## src/rtl/lock_detect.sv

```systemverilog
// ---------------------------------------------------------------------------
// lock_detect
//
// PLL lock detector driven by a phase-frequency detector (PFD). The PFD
// enable/polarity pair is sampled every clock. Over each fixed window of
// WINDOW cycles, the block counts how many samples showed a phase error
// (enable high). It also counts how many of those asked the VCXO to go up or
// down. At the end of each window it publishes the totals and runs a lock
// state machine with hysteresis:
//   - LOCK_WINDOWS consecutive windows with at most LOCK_THRESH error samples
//     declare lock.
//   - Lock is only dropped when a window exceeds UNLOCK_THRESH.
//
// Ports
//   clock        sampling clock (VCXO domain), rising edge
//   reset_n      synchronous active-low reset
//   pol          PFD polarity, asynchronous; 1 = VCXO must go up
//   enable       PFD enable, asynchronous; 1 = phase error present
//   locked       registered lock indication
//   err_count    error-sample count of the last completed window
//   dir          dominant correction direction of the last window (1 = up)
//   window_done  one-cycle strobe in the cycle the three outputs above update
// ---------------------------------------------------------------------------
module lock_detect #(
  parameter int unsigned WINDOW        = 4096,
  parameter int unsigned LOCK_THRESH   = 8,
  parameter int unsigned UNLOCK_THRESH = 64,
  parameter int unsigned LOCK_WINDOWS  = 16
) (
  input  logic                      clock,
  input  logic                      reset_n,
  input  logic                      pol,
  input  logic                      enable,
  output logic                      locked,
  output logic [$clog2(WINDOW):0]   err_count,
  output logic                      dir,
  output logic                      window_done
);

  // Accumulator width holds a full window of samples (WINDOW itself).
  localparam int unsigned CW  = $clog2(WINDOW) + 1;
  localparam int unsigned WCW = $clog2(WINDOW);
  localparam logic [WCW-1:0] WIN_LAST = WCW'(WINDOW - 1);

  typedef enum logic [1:0] {
    S_UNLOCKED,
    S_ACQUIRE,
    S_LOCKED
  } state_t;

  // Two-flop synchronizers for the asynchronous PFD outputs
  logic en_meta_q,  en_meta_d;
  logic en_sync_q,  en_sync_d;
  logic pol_meta_q, pol_meta_d;
  logic pol_sync_q, pol_sync_d;

  // Window position and per-window accumulators
  logic [WCW-1:0] win_cnt_q, win_cnt_d;
  logic [CW-1:0]  err_acc_q, err_acc_d;
  logic [CW-1:0]  up_acc_q,  up_acc_d;
  logic [CW-1:0]  dn_acc_q,  dn_acc_d;

  // Published results and lock FSM
  logic [CW-1:0]  err_count_q, err_count_d;
  logic           dir_q, dir_d;
  logic           window_done_q, window_done_d;
  logic           locked_q, locked_d;
  state_t         state_q, state_d;
  logic [7:0]     good_cnt_q, good_cnt_d;

  // Combinational helpers
  logic           win_last;
  logic           smp_err, smp_up, smp_dn;
  logic [CW-1:0]  err_fin, up_fin, dn_fin;
  logic [7:0]     good_inc;
  logic           good_win, bad_acq, bad_lock;

  // Saturating increment: an accumulator pinned at all-ones stays there.
  function automatic logic [CW-1:0] sat_inc(input logic [CW-1:0] a, input logic b);
    return (b && (a != '1)) ? a + CW'(1) : a;
  endfunction

  always_comb begin
    // NOTE: every signal written here gets a default first, so no path leaves
    // one unassigned and no latch is inferred.
    en_meta_d     = enable;
    en_sync_d     = en_meta_q;
    pol_meta_d    = pol;
    pol_sync_d    = pol_meta_q;

    smp_err       = en_sync_q;
    smp_up        = en_sync_q & pol_sync_q;
    smp_dn        = en_sync_q & ~pol_sync_q;

    // Totals including the current cycle's sample; on the last cycle of a
    // window these are the window's final values.
    err_fin       = sat_inc(err_acc_q, smp_err);
    up_fin        = sat_inc(up_acc_q,  smp_up);
    dn_fin        = sat_inc(dn_acc_q,  smp_dn);

    win_last      = (win_cnt_q == WIN_LAST);

    win_cnt_d     = win_last ? '0 : win_cnt_q + WCW'(1);
    // Clearing on the last cycle lets the first sample of the new window be
    // added on the next edge, so no sample is dropped or counted twice.
    err_acc_d     = win_last ? '0 : err_fin;
    up_acc_d      = win_last ? '0 : up_fin;
    dn_acc_d      = win_last ? '0 : dn_fin;

    err_count_d   = err_count_q;
    dir_d         = dir_q;
    window_done_d = win_last;
    state_d       = state_q;
    good_cnt_d    = good_cnt_q;

    good_inc      = good_cnt_q + 8'd1;
    good_win      = (32'(err_fin) <= LOCK_THRESH);
    bad_acq       = !good_win;
    bad_lock      = (32'(err_fin) > UNLOCK_THRESH);

    if (win_last) begin
      err_count_d = err_fin;
      // A tie keeps the previous direction.
      if (up_fin > dn_fin) begin
        dir_d = 1'b1;
      end else if (dn_fin > up_fin) begin
        dir_d = 1'b0;
      end

      // The FSM sees the window's final count in the same cycle it is
      // published, so locked and window_done move together.
      unique case (state_q)
        S_UNLOCKED: begin
          if (good_win) begin
            good_cnt_d = 8'd1;
            state_d    = (LOCK_WINDOWS <= 1) ? S_LOCKED : S_ACQUIRE;
          end
        end
        S_ACQUIRE: begin
          if (bad_acq) begin
            good_cnt_d = '0;
            state_d    = S_UNLOCKED;
          end else begin
            good_cnt_d = good_inc;
            if (32'(good_inc) >= LOCK_WINDOWS) begin
              state_d = S_LOCKED;
            end
          end
        end
        S_LOCKED: begin
          // Between LOCK_THRESH and UNLOCK_THRESH lock is held (hysteresis).
          if (bad_lock) begin
            good_cnt_d = '0;
            state_d    = S_UNLOCKED;
          end
        end
        default: begin
          good_cnt_d = '0;
          state_d    = S_UNLOCKED;
        end
      endcase
    end

    locked_d = (state_d == S_LOCKED);
  end

  // NOTE: state elements use non-blocking assignments so every flop samples
  // the pre-edge values computed above, independent of statement order.
  always_ff @(posedge clock) begin
    if (!reset_n) begin
      // NOTE: every flop, synchronizers included, clears on reset; a partial
      // window and any stale PFD sample are discarded.
      en_meta_q     <= 1'b0;
      en_sync_q     <= 1'b0;
      pol_meta_q    <= 1'b0;
      pol_sync_q    <= 1'b0;
      win_cnt_q     <= '0;
      err_acc_q     <= '0;
      up_acc_q      <= '0;
      dn_acc_q      <= '0;
      err_count_q   <= '0;
      dir_q         <= 1'b0;
      window_done_q <= 1'b0;
      locked_q      <= 1'b0;
      state_q       <= S_UNLOCKED;
      good_cnt_q    <= '0;
    end else begin
      en_meta_q     <= en_meta_d;
      en_sync_q     <= en_sync_d;
      pol_meta_q    <= pol_meta_d;
      pol_sync_q    <= pol_sync_d;
      win_cnt_q     <= win_cnt_d;
      err_acc_q     <= err_acc_d;
      up_acc_q      <= up_acc_d;
      dn_acc_q      <= dn_acc_d;
      err_count_q   <= err_count_d;
      dir_q         <= dir_d;
      window_done_q <= window_done_d;
      locked_q      <= locked_d;
      state_q       <= state_d;
      good_cnt_q    <= good_cnt_d;
    end
  end

  assign locked      = locked_q;
  assign err_count   = err_count_q;
  assign dir         = dir_q;
  assign window_done = window_done_q;

endmodule
```

## config.mk

```make
export PLATFORM = sky130hd
export DESIGN_NAME = lock_detect
export DESIGN_NICKNAME = d
export VERILOG_FILES = /design/src/rtl/lock_detect.sv
export SDC_FILE = /design/constraint.sdc
export NUM_CORES = 1
export LEC_CHECK = 0
export CAP_MARGIN = 20
export CELL_PAD_IN_SITES_DETAIL_PLACEMENT = 1
export CELL_PAD_IN_SITES_GLOBAL_PLACEMENT = 1
export CORE_MARGIN = 3
export CORE_UTILIZATION = 46
export DETAILED_ROUTE_END_ITERATION = 10
export GPL_TIMING_DRIVEN = 0
export HOLD_SLACK_MARGIN = 0.02
export PLACE_DENSITY_LB_ADDON = 0.1
export REMOVE_ABC_BUFFERS = 1
export SETUP_SLACK_MARGIN = 0.02
export SYNTH_ARGS = -nofsm -noshare
export SYNTH_HDL_FRONTEND = slang
export SYNTH_SLANG_ARGS = --single-unit
```

## constraint.sdc

```tcl
create_clock -name clock -period 3.64 [get_ports clock]
set_input_delay 0.364 -clock clock [delete_from_list [all_inputs] [get_ports clock]]
set_output_delay 0.364 -clock clock [all_outputs]
set_load 0.01 [all_outputs]
```

==> impl_results.md <==
* Outcome: finished, final reports clean
* Routability Congestion at between 0.7 and 0.8
* Total Power at about 1.8 mW
* Gate Count Post-Synth at 465
* Initial core utilization at roughly 48%
* Final setup fails at 0
* Max Slew Vio Count at 0
* CP Class: flip-flop to flip-flop
* DR iter-0 viols at 68
* Vias in the first global route at ~3400
* Largest net degree at the start of global routing at 43
* Via count at 3356
* Setup TNS at 0 ns
* CTS Root Cell: clkbuf_8
* Clock buffer depth at 2
* Post-route ant nets at 0
* Tcrit/Tclk final at between 80% and 90%
* Die height at 101.0 um
* Pleak at 1.779 nW
* Max-Slew Margin vs Limit at 44.20%
* DR pass1 iterations at 4
* PnR worst setup slack at between 0.4 and 0.5 ns
* Clk_skew at 0.006936 ns
* Post-synthesis cell type count at 58
* Pre-CTS setup slack at 0.2704 ns
* Fin Hold WS at ~0.45 ns
* Clk slew on worst S/H paths at 0.08 ns
* RSZ-0062 raised after global routing: false
* Die area at 10190 sq um
* Final hold vios at 0
* Yosys warns at 0
* Share of cells above drive strength 1 at 6.653%
* Critical path launch point: en_sync_q$_SDFF_PN0_
* Arr. time, crit path at about 3.4 ns
* Row count at 34
* Hold-fix buffers at CTS at 0
* Antenna cells at 0
* Worst r2r src: en_sync_q$_SDFF_PN0_
* Power per Cell Area at 391.9 nW/um^2
* All-Layer GR Usage at 19.73%
* H-tree levels at 3
* Synth Area per Inst at about 8.9 sq um
* Worst Path Max Fanout at 10
* Post-layout util at between 50% and 60%
* Reg2reg end: good_cnt_q[3]$_SDFFE_PN0P_
* DR WL/cell at about 16 um
* Cell Count Post-Placement at between 500 and 600
* DRC at 0
* Area share of the largest cell type after synthesis at 39.08%
* Via/cell ratio at roughly 5.7
* Share of synthesized registers carrying an async set or reset at 0%
* CTS Buf Count at 9
* Most common cell after layout, fill and taps aside: dfxtp_1
* Hpwl dp at 6777 um
* Sink Count at 81
* Worst vdd ir at 0.1742 mV
* Die width at 101.0 um
* Hold Path Class: flip-flop to flip-flop
* Post-synthesis register bit count at 81
* First-pass GRT wire length at 16080 um
* Maximum clock frequency at about 0.31 GHz
* Critical Path RT at slightly below 4 ns
* Worst slew pin tran at 0.8282 ns
* Core ar. at 8721 sq um
* CTS tree: done
* Port bufs at 19
* Ports at 20
* Seq/Total Area, Yosys at 39.08%
* Post-synth EDFFs at 0
* Worst Setup EP: good_cnt_q[3]$_SDFFE_PN0P_
* Final Instance Area at 4686 sq um
* Worst Setup Start Kind: flip-flop
* CP endpoint kind: flip-flop
* Depth of the most critical reg-to-reg path at 7
* Cells taking the most area after synthesis: dfxtp_1 39%, ha_1 5.4%, xnor2_1 5.1%, nor2_1 4.2%, and2_1 3.6%
* Max-cap violations at 0
* Routed WL at 9252 um
* Synth Cell Area at slightly above 4000 sq um
* Most frequent cells in the layout: 81 x dfxtp_1, 46 x nor2_1, 35 x nand2_1, 27 x nand3_1
* Area growth syn-to-layout at 12.94%
* Synth area leader: dfxtp_1
* Worst-Skew Late Latency at 0.35 ns
* Final non-filler cell total at 589
* Post-CTS Setup Inserts at 0
* Primary FF master, synth: dfxtp_1
* Congestion Overflow GR at 0
* Initial antenna violation count at 0
* Area after DPL at around 4400 sq um
* Tmin final at 3.185 ns
* Fin nets at 498
* Post-CTS sizing at 0
* Setup slack, reg-to-reg at 0.46 ns
==> cell type report <==
cell class / count / area, sq um
flip-flops and latches: 81 / 1622
clock buffers: 11 / 151.4
clock inverters: 5 / 125.1
well taps: 108 / 135.1
fillers: 1014 / 4035
repair buffers: 21 / 232.7
inverters: 11 / 41.29
multi-input cells: 352 / 2379
==> worst min-delay path by stage <==
stage                          start                    end  slack [ns]  cells after the start
4_1_cts         en_meta_q$_SDFF_PN0_   en_sync_q$_SDFF_PN0_        0.46                      1
5_1_grt        pol_meta_q$_SDFF_PN0_  pol_sync_q$_SDFF_PN0_        0.46                      1
2_1_floorplan   en_meta_q$_SDFF_PN0_   en_sync_q$_SDFF_PN0_        0.41                      1
6_report        en_meta_q$_SDFF_PN0_   en_sync_q$_SDFF_PN0_        0.45                      1
3_5_place_dp    en_meta_q$_SDFF_PN0_   en_sync_q$_SDFF_PN0_        0.44                      1
3_3_place_gp   pol_meta_q$_SDFF_PN0_  pol_sync_q$_SDFF_PN0_        0.42                      1
==> sequential cells by signal, indices dropped and copies added (netlist names), 2 cells and up <==
name        cells
state_q         2
dn_acc_q       13
err_acc_q      13
up_acc_q       13
err_count      13
good_cnt_q      8
win_cnt_q      12
==> critical path, stage by stage (launching register included) <==
cell and delay (ns):
dfxtp_1 0.56, nand4_1 0.28, nor4_1 0.40, mux2i_1 0.37, nor4b_1 0.61, a211oi_1 0.19, o31a_4 0.40, a211o_1 0.28
==> cell usage after synthesis, types with 2 or more instances <==
master / n
nand2_1: 36
o221ai_1: 3
buf_6: 3
o21ai_0: 12
and3_1: 14
o311ai_0: 2
mux2i_1: 4
o31a_1: 2
nand4_1: 16
o21a_1: 3
xor2_1: 14
dfxtp_1: 81
nor3_1: 13
a211oi_1: 7
a31oi_1: 4
or3_1: 3
and4_1: 9
o41ai_1: 2
a21o_1: 4
o211ai_1: 3
a21oi_1: 10
buf_2: 4
a211o_1: 3
inv_1: 11
nor2b_1: 12
nor3b_2: 3
nand3_1: 27
o311a_1: 2
o21bai_1: 3
nor4_1: 2
clkbuf_1: 13
o211a_1: 5
and2_1: 24
ha_1: 18
nand2b_1: 2
nor2_1: 46
xnor2_1: 24
==> per-layer routing <==
layer  GRT usage [%]  up-vias  wire [um]
li1                -     1690          -
met1           27.62     1620       4692
met2           30.28       36       4170
met3           4.014       10        269
met4           6.748        0        119
met5               0        -          0
==> power breakdown <==
| group | leakage, nW | switching, mW | internal, mW |
|---|---|---|---|
| Combinational | 0.986 | 0.0284 | 0.0191 |
| Clock | 0.140 | 0.328 | 0.562 |
| Sequential | 0.654 | 0.00758 | 0.892 |
==> kinds of logic (layout without fill, tap and decap cells) <==
logic type               Yosys count  count (layout)  share of synthesized area [%]
AO/OA/AOI/OAI                     75              75                          13.72
multiplexers                       6               6                          1.568
XOR/XNOR                          38              38                          8.022
adder cells (fa/ha/maj)           18              18                          5.428
flip-flops                        81              81                          39.08
AND/OR/NAND/NOR                  215             215                          28.53
buffers and inverters             32              48                          3.649
(Power assumes the default switching activity.)
